File: src/rtl/stream_vision_pkg.sv
// Shared definitions for the stream vision blocks: pixel-beat field layout,
// bounding-box tracker FSM states and the empty-box coordinate sentinel.
package stream_vision_pkg;

    localparam int SOP_BIT = 25;
    localparam int EOP_BIT = 24;
    localparam int PIX_W   = 24;

    localparam int R_HI = 23;
    localparam int R_LO = 16;
    localparam int G_HI = 15;
    localparam int G_LO = 8;
    localparam int B_HI = 7;
    localparam int B_LO = 0;

    localparam int COORD_W = 11;
    localparam int COUNT_W = 20;

    // xmin/ymin start here so the first matching pixel always wins the min.
    localparam logic [COORD_W-1:0] COORD_NONE = 11'h7FF;

    typedef enum logic [1:0] {
        IDLE   = 2'd0,
        ACTIVE = 2'd1,
        RESULT = 2'd2
    } state_t;

    function automatic logic chan_in_range(input logic [7:0] v,
                                           input logic [7:0] lo,
                                           input logic [7:0] hi);
        return (v >= lo) && (v <= hi);
    endfunction

endpackage

File: src/rtl/bbox_pixel_match.sv
// Combinational three-channel inclusive range test of one RGB pixel
// against {R,G,B} lower and upper bounds.
module bbox_pixel_match
    import stream_vision_pkg::*;
(
    input  logic [PIX_W-1:0] i_pixel,
    input  logic [PIX_W-1:0] i_lo,
    input  logic [PIX_W-1:0] i_hi,
    output logic             o_match
);

    assign o_match = chan_in_range(i_pixel[R_HI:R_LO], i_lo[R_HI:R_LO], i_hi[R_HI:R_LO])
                   & chan_in_range(i_pixel[G_HI:G_LO], i_lo[G_HI:G_LO], i_hi[G_HI:G_LO])
                   & chan_in_range(i_pixel[B_HI:B_LO], i_lo[B_HI:B_LO], i_hi[B_HI:B_LO]);

endmodule

File: src/rtl/stream_bbox_tracker.sv
// Per-frame bounding box of pixels inside an RGB threshold window.
// Define STREAM_BBOX_PIXCOUNT_EN to build the matching-pixel counter.
module stream_bbox_tracker
    import stream_vision_pkg::*;
#(
    parameter int DATA_WIDTH = 26,
    parameter int IMG_W      = 640,
    parameter int IMG_H      = 480
)(
    input  logic                  clk,
    input  logic                  rst_n,
    input  logic                  valid_in,
    input  logic [DATA_WIDTH-1:0] data_in,
    output logic                  ready_out,
    input  logic [23:0]           thr_lo,
    input  logic [23:0]           thr_hi,
    output logic                  res_valid,
    input  logic                  res_ready,
    output logic                  res_found,
    output logic [10:0]           res_xmin,
    output logic [10:0]           res_xmax,
    output logic [10:0]           res_ymin,
    output logic [10:0]           res_ymax,
    output logic [19:0]           res_count,
    output logic                  err_sync
);

    localparam logic [COORD_W-1:0] X_LAST = COORD_W'(IMG_W - 1);
    localparam logic [COORD_W-1:0] Y_LAST = COORD_W'(IMG_H - 1);

    state_t             r_state, w_state_next;
    logic [COORD_W-1:0] r_x, r_y, r_xmin, r_xmax, r_ymin, r_ymax;
    logic               r_found, r_err;
    logic [PIX_W-1:0]   r_thr_lo, r_thr_hi;

    logic               w_accept, w_sop, w_eop, w_start, w_pix, w_match;
    logic [PIX_W-1:0]   w_lo, w_hi;
    logic [COORD_W-1:0] w_x, w_y, w_base_xmin, w_base_xmax, w_base_ymin, w_base_ymax;
    logic               w_base_found;

    assign w_sop    = data_in[SOP_BIT];
    assign w_eop    = data_in[EOP_BIT];
    assign w_accept = valid_in & ready_out;
    assign w_start  = w_accept & w_sop;
    assign w_pix    = w_accept & ((r_state == ACTIVE) | w_sop);

    // A starting beat is judged against the live thresholds it will latch,
    // and against a freshly cleared box rather than the previous frame's.
    assign w_lo         = w_start ? thr_lo     : r_thr_lo;
    assign w_hi         = w_start ? thr_hi     : r_thr_hi;
    assign w_x          = w_start ? '0         : r_x;
    assign w_y          = w_start ? '0         : r_y;
    assign w_base_xmin  = w_start ? COORD_NONE : r_xmin;
    assign w_base_xmax  = w_start ? '0         : r_xmax;
    assign w_base_ymin  = w_start ? COORD_NONE : r_ymin;
    assign w_base_ymax  = w_start ? '0         : r_ymax;
    assign w_base_found = w_start ? 1'b0       : r_found;

    bbox_pixel_match u_match (
        .i_pixel (data_in[PIX_W-1:0]),
        .i_lo    (w_lo),
        .i_hi    (w_hi),
        .o_match (w_match)
    );

    // NOTE: every output of this block gets a default first, so no path can infer a latch.
    always_comb begin
        w_state_next = r_state;
        ready_out    = 1'b1;
        res_valid    = 1'b0;
        unique case (r_state)
            IDLE:    if (valid_in && w_sop) w_state_next = w_eop ? RESULT : ACTIVE;
            ACTIVE:  if (valid_in && w_eop) w_state_next = RESULT;
            RESULT: begin
                ready_out = 1'b0;
                res_valid = 1'b1;
                if (res_ready) w_state_next = IDLE;
            end
            default: w_state_next = IDLE;
        endcase
    end

    // NOTE: state uses non-blocking assignments so every register samples pre-edge values.
    always_ff @(posedge clk) begin
        if (!rst_n) begin
            r_state  <= IDLE;
            r_x      <= '0;
            r_y      <= '0;
            r_xmin   <= COORD_NONE;
            r_xmax   <= '0;
            r_ymin   <= COORD_NONE;
            r_ymax   <= '0;
            r_found  <= 1'b0;
            r_err    <= 1'b0;
            r_thr_lo <= '0;
            r_thr_hi <= '0;
        end else begin
            r_state <= w_state_next;
            if (w_start) begin
                r_thr_lo <= thr_lo;
                r_thr_hi <= thr_hi;
            end
            if (w_accept && ((r_state == IDLE && !w_sop) || (r_state == ACTIVE && w_sop)))
                r_err <= 1'b1;
            if (w_pix) begin
                r_x     <= (w_x == X_LAST) ? '0 : w_x + 1'b1;
                r_y     <= (w_x == X_LAST && w_y != Y_LAST) ? w_y + 1'b1 : w_y;
                r_found <= w_base_found | w_match;
                r_xmin  <= (w_match && w_x < w_base_xmin) ? w_x : w_base_xmin;
                r_xmax  <= (w_match && w_x > w_base_xmax) ? w_x : w_base_xmax;
                r_ymin  <= (w_match && w_y < w_base_ymin) ? w_y : w_base_ymin;
                r_ymax  <= (w_match && w_y > w_base_ymax) ? w_y : w_base_ymax;
            end
        end
    end

`ifdef STREAM_BBOX_PIXCOUNT_EN
    logic [COUNT_W-1:0] r_count;
    logic [COUNT_W-1:0] w_base_count;

    assign w_base_count = w_start ? '0 : r_count;

    always_ff @(posedge clk) begin
        if (!rst_n)
            r_count <= '0;
        else if (w_pix)
            r_count <= (w_match && w_base_count != '1) ? w_base_count + 1'b1 : w_base_count;
    end

    assign res_count = r_count;
`else
    assign res_count = '0;
`endif

    assign res_found = r_found;
    assign res_xmin  = r_xmin;
    assign res_xmax  = r_xmax;
    assign res_ymin  = r_ymin;
    assign res_ymax  = r_ymax;
    assign err_sync  = r_err;

endmodule

File: config.mk
export PLATFORM = sky130hd
export DESIGN_NAME = stream_bbox_tracker
export DESIGN_NICKNAME = d
export VERILOG_FILES = /design/src/rtl/stream_vision_pkg.sv /design/src/rtl/bbox_pixel_match.sv /design/src/rtl/stream_bbox_tracker.sv
export SDC_FILE = /design/constraint.sdc
export NUM_CORES = 1
export LEC_CHECK = 0
export ABC_AREA = 1
export CAP_MARGIN = 20
export CORE_ASPECT_RATIO = 0.7
export CORE_UTILIZATION = 53
export CTS_CLUSTER_DIAMETER = 40
export DETAILED_ROUTE_END_ITERATION = 16
export PLACE_DENSITY = 0.78
export SETUP_SLACK_MARGIN = 0.3
export SYNTH_ARGS = -nofsm -noshare
export SYNTH_HDL_FRONTEND = slang
export SYNTH_SLANG_ARGS = --single-unit
File: constraint.sdc
create_clock -name clk -period 4 [get_ports clk]
set_input_delay 0.8 -clock clk [delete_from_list [all_inputs] [get_ports clk]]
set_output_delay 0.8 -clock clk [all_outputs]
set_load 0.01 [all_outputs]
==> impl_metrics.env, run 1 <==
export IMPL_hold_violations=0
export IMPL_vias_per_cell=5.33
export IMPL_ios=146
export IMPL_grt_max_degree=65
export IMPL_dp_hpwl_um=15200
export IMPL_worstPathArrival_ns=3.72
export IMPL_cp_slowest_cell="clkdlybuf4s50_1"
export IMPL_ys_seq_area_frac=0.303
export IMPL_fp_dieW_um=147
export IMPL_fp_dieArea_mm2=0.0152
export IMPL_path_max_fanout=26
export IMPL_layout_common_cells="276 x nand2_1, 125 x nor2_1, 125 x clkdlybuf4s50_1, 118 x dfxtp_1, 95 x a21oi_1"
export IMPL_fin_crit_ns=3.44
export IMPL_slew_viol_final=0
export IMPL_clk_pin_slew_worst_paths_ns=0.05
export IMPL_globalplace_congestion=0.921
export IMPL_rr_startpoint="r_state[0]"
export IMPL_area_growth_pct=27.9
export IMPL_yosys_warnings=0
export IMPL_h_tree_depth=4
export IMPL_vias=7674
export IMPL_cts_sinks=118
export IMPL_startpoint="valid_in"
export IMPL_p_per_area_mw_per_mm2=355
export IMPL_max_freq_ghz=0.291
export IMPL_fin_tns_setup_ns=0
export IMPL_synth_distinct_cells=35
export IMPL_worstSetupEndpointType="flip-flop"
export IMPL_ir_drop_v=0.000311
export IMPL_insertion_delay_ns=0.42
export IMPL_ys_async_sr_fraction=0
export IMPL_final_common_cell="nand2_1"
export IMPL_totalWireLength_um=20600
export IMPL_crit_path_frequent_cell="nand2_1"
export IMPL_hold_class="flip-flop to flip-flop"
export IMPL_synthCells=1112
export IMPL_dr_pass1_iters=5
export IMPL_fin_crit_sh=0.861
export IMPL_fin_worst_skew_ns=0.0113
export IMPL_maxCapViolations=0
export IMPL_mappedNetlistArea_mm2=0.00779
export IMPL_diodes=0
export IMPL_antenna_found_initial=0
export IMPL_tritoncts="yes"
export IMPL_cellLeakagePower_uw=0.00464
export IMPL_slew_headroom=0.460
export IMPL_synth_edf_count=0
export IMPL_required_ns=4.27
export IMPL_initial_core_util=0.551
export IMPL_cts_buffers=17
export IMPL_grt_pass1_vias=7248
export IMPL_rows=36
export IMPL_fin_nets=1408
export IMPL_core_area_mm2=0.0141
export IMPL_synthFlopType="dfxtp_1"
export IMPL_cts_buffer_depth=2
export IMPL_drc=0
export IMPL_postSynthAreaPerCell_um2=7.00
export IMPL_root_buffer="clkbuf_16"
export IMPL_critical_path_class="primary input to flip-flop"
export IMPL_die_h_um=103
export IMPL_io_buffers=125
export IMPL_drtAntennaViolNets=0
export IMPL_first_iter_violations=559
export IMPL_setup_viol_count_final=0
export IMPL_max_stage_delay_ns=0.42
export IMPL_grt_pass1_wl_um=34700
export IMPL_critical_path_cell_chain="clkdlybuf4s50_1, nand2_1, inv_1, nand2_4, buf_12, mux2i_1, ha_1, a21o_1, a21oi_1, nand2_1, nand2_1, nand2_1, inv_2, buf_4, nand4_1, nand3_1, a21oi_1"
export IMPL_grt_ovfl_total=0
export IMPL_rsz0062_at_grt="no"
export IMPL_synth_seq_cells=118
export IMPL_final_util=0.704
export IMPL_critPathLaunchType="primary input"
export IMPL_hold_start="r_y[6]"
export IMPL_drive_gt1_frac=0.0751
export IMPL_hold_ws_ns=0.464
export IMPL_routedWlPerCell_um=14.3
export IMPL_fill_cells=1204
export IMPL_worstMarginPinSlew_ns=0.808
export IMPL_stdcell_area_mm2=0.00996
export IMPL_status="complete, no violations"
export IMPL_dpl_cell_area_mm2=0.00929
export IMPL_grt_usage=0.286
registers in the layout, summed over array words and instances (netlist names):
signal and count:
r_thr_hi 24, r_thr_lo 24, r_x 11, r_y 11
res_xmax 11, res_xmin 11, res_ymax 11, res_ymin 11
r_state 2, err_sync 1, res_found 1
layer usage:
layer / vias to the layer above / GRT usage / routed length, um
met1: 3474 / 0.378 / 9870
li1: 3918 / - / -
met2: 253 / 0.471 / 9100
met3: 29 / 0.0513 / 1260
met5: - / 0 / 0
met4: 0 / 0.106 / 368
synthesized netlist by cell type (14+ instances only):
master    count  area (um2)
a21oi_1      96         480
buf_4        20         150
clkbuf_1     33         124
dfxtp_1     118        2360
ha_1         92        1150
inv_1        93         349
mux2i_1      42         420
nand2_1     278        1040
nand3_1      91         455
nand4_1      40         250
nor2_1      126         473
o21ai_0      14        70.1
power by group:
group | internal (uW) | switching [uW]
clock network | 981 | 597
registers | 1230 | 29.2
logic | 305 | 388
layout make-up:
class,instances,area (um2),area share
repair buffers,157,1550,0.155
inverters,95,359,0.0360
multi-input cells,849,4850,0.487
clock buffers,17,425,0.0427
clock inverters,15,179,0.0180
well taps,190,238,0.0239
flip-flops and latches,118,2360,0.237
cells by family (layout without fill, tap and decap cells):
logic type,after synthesis,in the layout,synth area share
mux,43,43,0.0554
other cells,1,20,0.000482
buf+inv,164,284,0.0916
xor+xnor,3,3,0.00338
flops,118,118,0.303
fa+ha+maj,92,92,0.148
compound gates,128,128,0.0884
simple gates,563,563,0.309
critical path: cells and delay by family:
family	cells	cell delay, ns
multiplexers	1	0.31
buffers and inverters	5	1.09
AO/OA/AOI/OAI	3	0.38
AND/OR/NAND/NOR	7	0.78
adder cells (fa/ha/maj)	1	0.31
final timing paths:
check | cells past startpoint | to | slack (ns)
setup / recovery | 17 | res_xmax[8] | 0.56
hold / removal | 2 | r_y[6] | 0.46
setup reg to reg | 16 | res_xmax[8] | 0.92
hold reg to reg | 2 | r_y[6] | 0.46
timing repair:
item,CTS,global route
gates resized for setup,0,14
hold buffers,0,0
setup buffers,0,1
endpoints found under the hold margin,0,0
setup endpoints to repair,0,45
per-stage QoR:
step | instances | total power (uW) | setup WS [ns]
after CTS | 1440 | 3540 | 0.324
after floorplan | 1131 | 1710 | 0.397
after global routing | 1441 | 3700 | 0.345
after detailed placement | 1408 | 1960 | -0.0537
final | 1441 | 3530 | 0.558
after global placement | 1408 | 1940 | 0.0436
(Power assumes the default switching activity.)
==> run 2: changes to the inputs <==
- ABC_AREA: 1 -> not set
- CORE_UTILIZATION: 53 -> 52
==> impl_metrics.env, run 2 <==
export IMPL_insertion_delay_ns=0.42
export IMPL_r2r_cells=15
export IMPL_totalWireLength_um=20800
export IMPL_worstPathArrival_ns=3.91
export IMPL_grt_max_degree=42
export IMPL_hold_ws_ns=0.476
export IMPL_critical_path_class="primary input to flip-flop"
export IMPL_reg_top3="r_thr_hi: 24 flops, r_thr_lo: 24 flops"
export IMPL_rows=35
export IMPL_slew_headroom=0.629
export IMPL_fp_dieArea_mm2=0.0143
export IMPL_root_buffer="clkbuf_16"
export IMPL_first_iter_violations=485
export IMPL_max_freq_ghz=0.276
export IMPL_min_path_cells=2
export IMPL_ios=146
export IMPL_ff_latch_area_mm2=0.00236
export IMPL_dpl_cell_area_mm2=0.00930
export IMPL_cellLeakagePower_uw=0.00439
export IMPL_r2r_slack_ns=0.44
export IMPL_cts_hold_buffers_added=0
export IMPL_synth_distinct_cells=63
export IMPL_vias=7076
export IMPL_vias_per_cell=5.58
export IMPL_area_growth_pct=39.1
export IMPL_yosys_area_top_type="dfxtp_1"
export IMPL_dp_hpwl_um=14900
export IMPL_stdcell_area_mm2=0.00997
export IMPL_h_tree_depth=4
export IMPL_setup_viol_count_final=0
export IMPL_fin_crit_ns=3.62
export IMPL_netlist_area_leader_share=0.330
export IMPL_grt_pass1_vias=6672
export IMPL_grt_ovfl_total=0
export IMPL_layout_common_cells="123 x clkdlybuf4s50_1, 118 x dfxtp_1, 108 x buf_4, 96 x nor2_1, 92 x ha_1"
export IMPL_diodes=0
export IMPL_netlist_top_cells_count="118 x dfxtp_1, 96 x nor2_1, 92 x ha_1"
export IMPL_final_util=0.749
export IMPL_io_buffers=125
export IMPL_ys_seq_area_frac=0.330
export IMPL_mappedNetlistArea_mm2=0.00717
export IMPL_hold_path_endpoint="r_thr_lo[0]"
export IMPL_hold_violations=0
export IMPL_synth_edf_count=0
export IMPL_postSynthAreaPerCell_um2=8.40
export IMPL_routedWlPerCell_um=16.4
export IMPL_maxCapViolations=0
export IMPL_drc=0
export IMPL_cts_buffers=17
export IMPL_synth_area_leaders="dfxtp_1 33%, ha_1 16%, mux2i_1 6.0%, nor2_1 5.0%, nand2_1 4.8%"
export IMPL_globalplace_congestion=0.883
export IMPL_status="complete, no violations"
export IMPL_rr_startpoint="r_state[0]"
export IMPL_critPathLaunchType="primary input"
export IMPL_fin_tns_setup_ns=0
export IMPL_dr_pass1_iters=5
export IMPL_antenna_found_initial=0
export IMPL_synth_seq_cells=118
export IMPL_cts_buffer_depth=2
export IMPL_core_area_mm2=0.0133
export IMPL_required_ns=4.29
export IMPL_slew_viol_final=0
export IMPL_ir_drop_v=0.000310
export IMPL_synthFlopType="dfxtp_1"
export IMPL_rsz0062_at_grt="no"
export IMPL_startpoint="data_in[25]"
export IMPL_multiInputGateArea_mm2=0.00452
export IMPL_worstMarginPinSlew_ns=0.557
export IMPL_final_common_cell="clkdlybuf4s50_1"
export IMPL_synth_most_common_cell="dfxtp_1"
export IMPL_hold_start="r_thr_lo[0]"
export IMPL_die_h_um=100
export IMPL_p_per_area_mw_per_mm2=318
export IMPL_fin_worst_skew_ns=0.00985
export IMPL_synthCells=853
export IMPL_hold_class="flip-flop to flip-flop"
export IMPL_cts_sinks=118
export IMPL_fill_cells=981
export IMPL_worstSetupEndpointType="flip-flop"
export IMPL_grt_pass1_wl_um=33200
export IMPL_ys_async_sr_fraction=0
export IMPL_rr_endpoint="res_ymax[0]"
export IMPL_total_power_uw=3170
export IMPL_fin_nets=1239
export IMPL_drive_gt1_frac=0.178
export IMPL_yosys_warnings=0
export IMPL_fp_dieW_um=142
export IMPL_clk_pin_slew_worst_paths_ns=0.05
export IMPL_tritoncts="yes"
export IMPL_fin_crit_sh=0.905
export IMPL_drtAntennaViolNets=0
export IMPL_path_max_fanout=23
export IMPL_grt_usage=0.300
export IMPL_initial_core_util=0.538
run 2: cell type report:
cell class,count,share of cell area
clock buffer,22,0.0466
clock inverter,10,0.00803
inverter,23,0.00866
multi-input combinational,666,0.454
sequential,118,0.237
tap,185,0.0232
timing repair buffer,243,0.223
run 2: cells by family after synthesis:
kind of cell / Yosys count / share of synthesized area
and+or+nand+nor: 316 / 0.212
AOI/OAI and AO/OA: 182 / 0.161
DFF: 118 / 0.330
adders and majority gates: 93 / 0.162
buffers and inverters: 89 / 0.0621
muxes: 43 / 0.0600
xor gates and xnor gates: 11 / 0.0134
other: 1 / 0.000523
run 2: what timing repair did:
item / CTS / global route
gates cloned: 1 / 0
hold endpoints to repair: 0 / 0
buffers inserted: 3 / 0
pin swaps: 3 / 1
setup endpoints to repair: 47 / 13
resized for setup: 18 / 13
run 2: worst max-delay path by stage:
stage / end / slack (ns) / cells after the start
floorplan: res_xmin[6] / 0.30 / 15
CTS: res_ymax[0] / 0.47 / 14
global placement: res_ymin[0] / -0.23 / 14
global route: res_ymax[8] / 0.27 / 15
detailed placement: res_ymin[2] / -0.30 / 15
finish: res_xmax[1] / 0.38 / 13
run 2: critical path: stages:
cell and delay (ns):
dlygate4sd2_1 0.28, and2_4 0.20, nand2_4 0.15, buf_4 0.18, mux2i_2 0.28, ha_1 0.29
and4_1 0.23, o31ai_4 0.31, nor2_1 0.11, or4_4 0.57, buf_8 0.20, o21ai_1 0.19
a21oi_1 0.10
run 2: per-layer routing:
layer,vias to the layer above,GRT usage,routed length (um)
li1,3437,-,-
met1,3307,0.408,9590
met2,288,0.477,9400
met3,44,0.0463,1260
met4,0,0.122,501
met5,-,0,0
run 2: where the power goes:
part	switching (uW)	leakage, uW	internal (uW)
sequential	13.7	0.000958	1210
clock	562	0.000269	877
combinational	258	0.00316	251
run 2: stage by stage:
step / setup WS (ns) / instances
floorplan: 0.301 / 872
finish: 0.380 / 1267
global route: 0.270 / 1267
detailed placement: -0.296 / 1231
CTS: 0.473 / 1267
global placement: -0.229 / 1231
